[config.mk]
export PLATFORM = sky130hd
export DESIGN_NAME = mux_rr_n
export DESIGN_NICKNAME = d
export VERILOG_FILES = /design/src/rtl/mux_rr_n.sv
export SDC_FILE = /design/constraint.sdc
export NUM_CORES = 1
export LEC_CHECK = 0
export CAP_MARGIN = 10
export CORE_MARGIN = 5
export CORE_UTILIZATION = 30
export CTS_BUF_LIST = sky130_fd_sc_hd__clkbuf_2 sky130_fd_sc_hd__clkbuf_4 sky130_fd_sc_hd__clkbuf_8
export CTS_CLUSTER_DIAMETER = 120
export DETAILED_ROUTE_END_ITERATION = 10
export PLACE_DENSITY = 0.67
export SLEW_MARGIN = 5
export SYNTH_ARGS = -nofsm -noshare
export SYNTH_HDL_FRONTEND = slang
export SYNTH_SLANG_ARGS = --single-unit
[constraint.sdc]
create_clock -name clk -period 3.33 [get_ports clk]
set_clock_uncertainty 0.1 [all_clocks]
set_input_delay 0.333 -clock clk [delete_from_list [all_inputs] [get_ports clk]]
set_output_delay 0.333 -clock clk [all_outputs]
set_load 0.005 [all_outputs]
[src/rtl/mux_rr_n.sv]
// N-channel registered multiplexer with valid/ready handshakes and round-robin arbitration.
// Optional build macro MUX_RR_FORCE_EN adds force_en/force_sel to pin the grant to one channel.
module mux_rr_n #(
    parameter int NCH = 4,
    parameter int W   = 8,
    parameter int SW  = $clog2(NCH)
) (
    input  logic              clk,
    input  logic              rst_n,
    input  logic [NCH*W-1:0]  in_data,
    input  logic [NCH-1:0]    in_valid,
    output logic [NCH-1:0]    in_ready,
    output logic [W-1:0]      out_data,
    output logic [SW-1:0]     out_ch,
    output logic              out_valid,
    input  logic              out_ready
`ifdef MUX_RR_FORCE_EN
    ,
    input  logic              force_en,
    input  logic [SW-1:0]     force_sel
`endif
);

    logic [W-1:0]  ch_data [NCH];
    logic [W-1:0]  out_data_q, out_data_d;
    logic [SW-1:0] out_ch_q, out_ch_d;
    logic          out_valid_q, out_valid_d;
    logic [SW-1:0] last_q, last_d;

    logic          rr_valid;
    logic [SW-1:0] rr_idx;
    logic          grant_valid;
    logic [SW-1:0] grant_idx;
    logic          upd_last;
    logic          load;
    logic          xfer;

    genvar gi;
    generate
        for (gi = 0; gi < NCH; gi++) begin : g_ch
            assign ch_data[gi]  = in_data[gi*W +: W];
            // Reset gating keeps producers from seeing a handshake while rst_n is low.
            assign in_ready[gi] = rst_n & xfer & (grant_idx == SW'(gi));
        end
    endgenerate

    // Search from last+1 with wrap; iterating farthest-first lets the nearest requester win.
    always_comb begin
        rr_valid = 1'b0;
        rr_idx   = '0;
        for (int k = NCH; k >= 1; k--) begin
            if (in_valid[SW'((int'(last_q) + k) % NCH)]) begin
                rr_valid = 1'b1;
                rr_idx   = SW'((int'(last_q) + k) % NCH);
            end
        end
    end

`ifdef MUX_RR_FORCE_EN
    always_comb begin
        grant_valid = rr_valid;
        grant_idx   = rr_idx;
        upd_last    = 1'b1;
        if (force_en) begin
            grant_valid = ({1'b0, force_sel} < (SW+1)'(NCH)) && in_valid[force_sel];
            grant_idx   = force_sel;
            upd_last    = 1'b0;
        end
    end
`else
    assign grant_valid = rr_valid;
    assign grant_idx   = rr_idx;
    assign upd_last    = 1'b1;
`endif

    assign load = !out_valid_q || out_ready;
    assign xfer = load && grant_valid;

    always_comb begin
        out_valid_d = out_valid_q;
        out_data_d  = out_data_q;
        out_ch_d    = out_ch_q;
        last_d      = last_q;
        if (load) begin
            out_valid_d = grant_valid;
            if (grant_valid) begin
                out_data_d = ch_data[grant_idx];
                out_ch_d   = grant_idx;
                if (upd_last) begin
                    last_d = grant_idx;
                end
            end
        end
    end

    always_ff @(posedge clk or negedge rst_n) begin
        if (!rst_n) begin
            out_valid_q <= 1'b0;
            out_data_q  <= '0;
            out_ch_q    <= '0;
            last_q      <= SW'(NCH - 1);
        end else begin
            out_valid_q <= out_valid_d;
            out_data_q  <= out_data_d;
            out_ch_q    <= out_ch_d;
            last_q      <= last_d;
        end
    end

    assign out_data  = out_data_q;
    assign out_ch    = out_ch_q;
    assign out_valid = out_valid_q;

endmodule

# == After elaboration in Yosys (flattened, before gate mapping) ==
# Cells that the tools add are included.
# op_classes
addsub,4
muxes,23
n_reduce_logical,5
bitwise_logic,6
eq_ne,3
magnitude_cmp,5
# ops
operator,n
8-bit binary-select mux with 2-bit select,1
2-bit by 4-bit less-than comparator with 1-bit output (second input constant),4
8-bit 2-to-1 mux,2
1-bit 2-to-1 mux,12
1-bit binary-select mux with 2-bit select,4
2-bit 2-to-1 mux,4
1-bit bitwise AND,5
2-bit by 1-bit adder with 2-bit output (second input constant),2
2-bit adder (second input constant),2
2-bit == test (second input constant),2
3-bit greater-or-equal comparator (second input constant),1
2-bit NOT with 3-bit output,1
2-bit by 1-bit == test with 1-bit output (second input constant),1
2-bit zero test,1
2-bit AND reduction,1
1-bit logical AND,1
1-bit zero test,1
1-bit logical OR,1
# word_totals
wordCells,50
input_bits,39
ff_bits,13

# == Logic depth before layout (Yosys ltp) ==
# logic_depth
word_depth,12
mapped_depth,7
mapped_depth_nobuf,5

# == Worst setup path after synthesis ==
# Ideal clock, no wire load.
# synth_path
path_kind,flip-flop to flip-flop
startpoint,register last_q[0]
endpoint,"register out_data_q[7], in the netlist out_data[7]"
path_stages_with_launch,8
synth_period_minus_slack_ns,1.751
path_slack_ns,1.579
arrival_time_ns,1.515
path_buffers,2
setup_time_ns,0.137
path_cell_list,dfstp_2 nand2b_1 a21o_2 and3_1 buf_6 buf_12 mux2i_1 a211oi_2
# synth_between
elab_chain_len,12
word_cells_on_any_way,29
cone_classes,4 x add/sub; 23 x mux; 1 x bitwise; 1 x reduce/logical
# synth_lines
item,line,rtl
start: declaration,28,"logic [SW-1:0] last_q, last_d;"
start signal: assignment,101,last_q <= SW'(NCH - 1);
start signal: assignment,106,last_q <= last_d;
2-bit by 1-bit adder with 2-bit output,"52, 54",
1-bit binary-select mux with 2-bit select,52,if (in_valid[SW'((int'(last_q) + k) % NCH)]) begin
1-bit 2-to-1 mux (implied by the code) (2 in series),52,
2-bit 2-to-1 mux (4 in series),52,
2-bit NOT with 3-bit output (implied by the code),87,out_data_d = ch_data[grant_idx];
8-bit binary-select mux with 2-bit select,87,
8-bit 2-to-1 mux (implied by the code) (2 in series),87,
end signal: assignment,104,out_data_q <= out_data_d;
end: declaration,25,"logic [W-1:0] out_data_q, out_data_d;"
# Several ways; a longest one is shown, not always the timed one. The select of a mux whose other input is x is not followed.
# A chain may end at the register's enable or synchronous reset.

# == Worst setup path in the final report ==
# layout_path
startpoint,input port in_valid[3]
endpoint,output port in_ready[2]
# layout_between
elab_chain_len,10
word_cells_on_any_way,24
cone_classes,1 x eq/ne; 20 x mux; 2 x bitwise; 1 x reduce/logical
# layout_lines
item,line,rtl
start: declaration,11,"input logic [NCH-1:0] in_valid,"
1-bit binary-select mux with 2-bit select,52,
1-bit 2-to-1 mux (implied by the code) (2 in series),52,
1-bit 2-to-1 mux (4 in series),52,
1-bit logical AND,77,assign xfer = load && grant_valid;
1-bit bitwise AND,43,assign in_ready[gi] = rst_n & xfer & (grant_idx == SW'(gi));
1-bit bitwise AND *,43,
end: declaration,12,"output logic [NCH-1:0] in_ready,"
# Mark *: on every way between the ends. The rest lies on a longest branch, timed or not. The select of a mux whose other input is x is not followed.

==> impl_results.md <==
* # diodes at 0
* Maximum buffer depth of the clock tree at 2
* # DRC at 0
* Per-instance average area after synthesis at 9.59 µm²
* CTS Root Cell: sky130_fd_sc_hd__clkbuf_4
* Category of the worst setup path capture point: output port
* # nets final at 188
* Number of global-route vias before repair at 955
* Outcome: completed
* Area of the multi-input gates at 497 µm²
* Worst IR Drop VDD at 0.267 mV
* LEAKAGE at 0.582 nW
* Synthesized netlist net count at 131
* Most common cell after layout, fill and taps aside: sky130_fd_sc_hd__clkdlybuf4s50_1
* Cell accounting for the most synthesized area: sky130_fd_sc_hd__dfrtp_1
* Number of different library cells in the post-synthesis netlist at 28
* Slew of the pin with the lowest slew margin at 0.669 ns
* Clock Pin Slew Worst Setup and Hold Paths at 0.08 ns
* Cts-stage hold buffer count at 0
* Maximum number of pins on one net before global-route repair at 12
* Combined flip-flop and latch cell area at 328 µm²
* Level count of the clock H-tree at 1
* Count of boundary I/O pins at 54
* Synthesis-stage register bit count at 13
* Final Power at 0.632 mW
* Placeable core region at 2780 µm²
* First-pass GRT wire length at 4.56 mm
* Gp weighted congestion at 0.764
* Total wire length at 2.71 mm
* Crit Path Max Fanout at 10
* Cell Area, Synth at 882 µm²
* Clk_lat worst skew at 0.28 ns
* Path class of the lowest-slack min-delay path: input port to asynchronous set/reset pin
* Max capacitance violation total at 0
* Setup TNS after final layout at 0 ns
* # port buffers at 53
* Total via count in the routed design at 933
* Maximum operating frequency at 0.375 GHz
* Commonest cells after routing, fill and taps aside: sky130_fd_sc_hd__clkdlybuf4s50_1 (53), sky130_fd_sc_hd__nor2_1 (15), sky130_fd_sc_hd__a211oi_1 (14)
* Clock tree from TritonCTS: yes
* Die extent in y at 64.2 µm
* Sequential share of the synthesized area at 0.372
* Type of element launching the critical path: input port
* GRT Residual Overflow at 0
* Remaining antenna violation count at 0
* Area share of the leading cell type in the synthesized netlist at 0.312
* Biggest area contributors in the synthesized netlist: sky130_fd_sc_hd__dfrtp_1 (31%), sky130_fd_sc_hd__a211oi_1 (12%), sky130_fd_sc_hd__mux2i_1 (9.1%), sky130_fd_sc_hd__and4_1 (7.0%), sky130_fd_sc_hd__nor2_1 (6.4%)
* Gr usage total at 0.138
* Critical path origin: in_valid[3]
* Relative slew margins at 0.553
* DRC violation total after the first TritonRoute iteration at 18
* Share of the core filled with cells in the final layout at 0.527
* Detailed-route vias per instance at 5.21
* Number of antenna violations at the first check in global routing at 0
* Share of post-route cells with drive strength above 1 at 0.122
* Average routed wire per standard cell at 15.2 µm
* Worst R2R Start: last_q[0]$_DFFE_PN1P_
* Final critical-path share of the clock period at 0.802
* Yosys warns at 0
* Synth-to-layout area growth at 66.1%
* Total Die Area at 4120 µm²
* Fin. Hold Viols at 0
* Pwr per Cell Area at 431 nW/µm²
* Gate count after technology mapping at 92
* Category of the most critical setup path: input port to output port
* Starting density of the core at 0.317
* Setup-violating endpoint count in the final report at 0
* Arrival time of data at the critical path endpoint at 2.24 ns
* Quantity of gates resized following cts at 0
* Rows at 19
* Width of the die at 64.2 µm
* Number of buffers created by CTS at 3
* Post-DP HPWL at 2.22 mm
* Final critical delay including setup and external delays at 2.67 ns
* Data required time at the worst endpoint at 2.90 ns
* Number of max-slew violations in the final report at 0
* # fillers at 287
* RSZ-0062 raised after global routing: false
* Number of buffers inserted by post-CTS setup repair at 0
* Iteration count of the initial detailed-routing pass at 4
* Sink count of the clock tree at 13
[per-stage QoR]
stage	cell area (µm²)	setup WS [ns]	instances	hold slack [ns]
floorplan	882	1.58	92	-0.0626
global route	1470	0.526	179	0.235
finish	1470	0.660	179	0.229
detailed placement	1440	0.648	175	0.430
CTS	1470	0.647	179	0.232
global placement	1440	0.724	175	0.412
[routing by layer]
metal / GRT usage / part of all wire
met3: 0.0333 / 0.066
met1: 0.173 / 0.44
met4: 0.0611 / 0.018
met5: 0 / 0
met2: 0.225 / 0.48
[registers in the layout (all words and copies together) (netlist names)]
| register | cells |
|---|---|
| out_valid | 1 |
| out_ch | 2 |
| out_data | 8 |
| last_q | 2 |
[kinds of logic (layout without fill, tap and decap cells)]
group / Yosys count / after routing / synth area share
and+or+nand+nor: 34 / 34 / 0.223
AOI/OAI and AO/OA: 28 / 28 / 0.250
buffers and inverters: 9 / 65 / 0.0653
DFF: 13 / 13 / 0.372
muxes: 8 / 8 / 0.0908
[path summary, 6_finish.rpt]
check	endpoint	slack, ns	cells past startpoint
min	out_valid$_DFFE_PN0P_	0.23	1
max reg2reg	out_data[7]$_DFFE_PN0P_	1.20	6
min in group clk	out_ch[0]$_DFFE_PN0P_	0.44	2
max in group asynchronous	out_data[0]$_DFFE_PN0P_	2.46	2
min reg2reg	out_ch[0]$_DFFE_PN0P_	0.44	2
max	in_ready[2]	0.66	6
[synthesized netlist by cell type]
| library cell | number |
|---|---|
| sky130_fd_sc_hd__nor2b_4 | 1 |
| sky130_fd_sc_hd__o21ai_2 | 1 |
| sky130_fd_sc_hd__nor4_1 | 1 |
| sky130_fd_sc_hd__a21oi_2 | 1 |
| sky130_fd_sc_hd__and3_1 | 1 |
| sky130_fd_sc_hd__a21oi_1 | 2 |
| sky130_fd_sc_hd__inv_1 | 5 |
| sky130_fd_sc_hd__buf_12 | 1 |
| sky130_fd_sc_hd__o221a_2 | 1 |
| sky130_fd_sc_hd__nand3b_1 | 1 |
| sky130_fd_sc_hd__dfstp_2 | 2 |
| sky130_fd_sc_hd__a211oi_1 | 14 |
| sky130_fd_sc_hd__nand2_1 | 1 |
| sky130_fd_sc_hd__a211oi_2 | 2 |
| sky130_fd_sc_hd__nor2b_1 | 2 |
| sky130_fd_sc_hd__and4_1 | 7 |
| sky130_fd_sc_hd__or2_2 | 1 |
| sky130_fd_sc_hd__a21o_2 | 1 |
| sky130_fd_sc_hd__nand2b_1 | 2 |
| sky130_fd_sc_hd__a31oi_1 | 1 |
| sky130_fd_sc_hd__buf_6 | 1 |
| sky130_fd_sc_hd__mux2i_1 | 8 |
| sky130_fd_sc_hd__o21ai_0 | 4 |
| sky130_fd_sc_hd__clkbuf_1 | 2 |
| sky130_fd_sc_hd__nand3_1 | 2 |
| sky130_fd_sc_hd__o21ai_4 | 1 |
| sky130_fd_sc_hd__nor2_1 | 15 |
| sky130_fd_sc_hd__dfrtp_1 | 11 |
[cell type report]
class | instances | area share
timing repair buffer | 56 | 0.377
tap | 31 | 0.0265
clock buffer | 4 | 0.0205
sequential | 13 | 0.224
inverter | 5 | 0.0128
multi-input combinational | 70 | 0.339
[power by group]
part | switching [mW] | total (mW) | internal [mW] | leakage (nW)
logic | 0.119 | 0.292 | 0.173 | 0.422
registers | 0.0275 | 0.230 | 0.203 | 0.142
clock network | 0.0547 | 0.109 | 0.0547 | 0.0184
[critical path, cell delays in order]
cell and delay [ns]:
sky130_fd_sc_hd__clkdlybuf4s50_1 0.49, sky130_fd_sc_hd__nor2b_4 0.18, sky130_fd_sc_hd__o21ai_4 0.23, sky130_fd_sc_hd__nand3_1 0.31
sky130_fd_sc_hd__nor2_1 0.18, sky130_fd_sc_hd__clkdlybuf4s50_1 0.52
(Power assumes the default switching activity.)
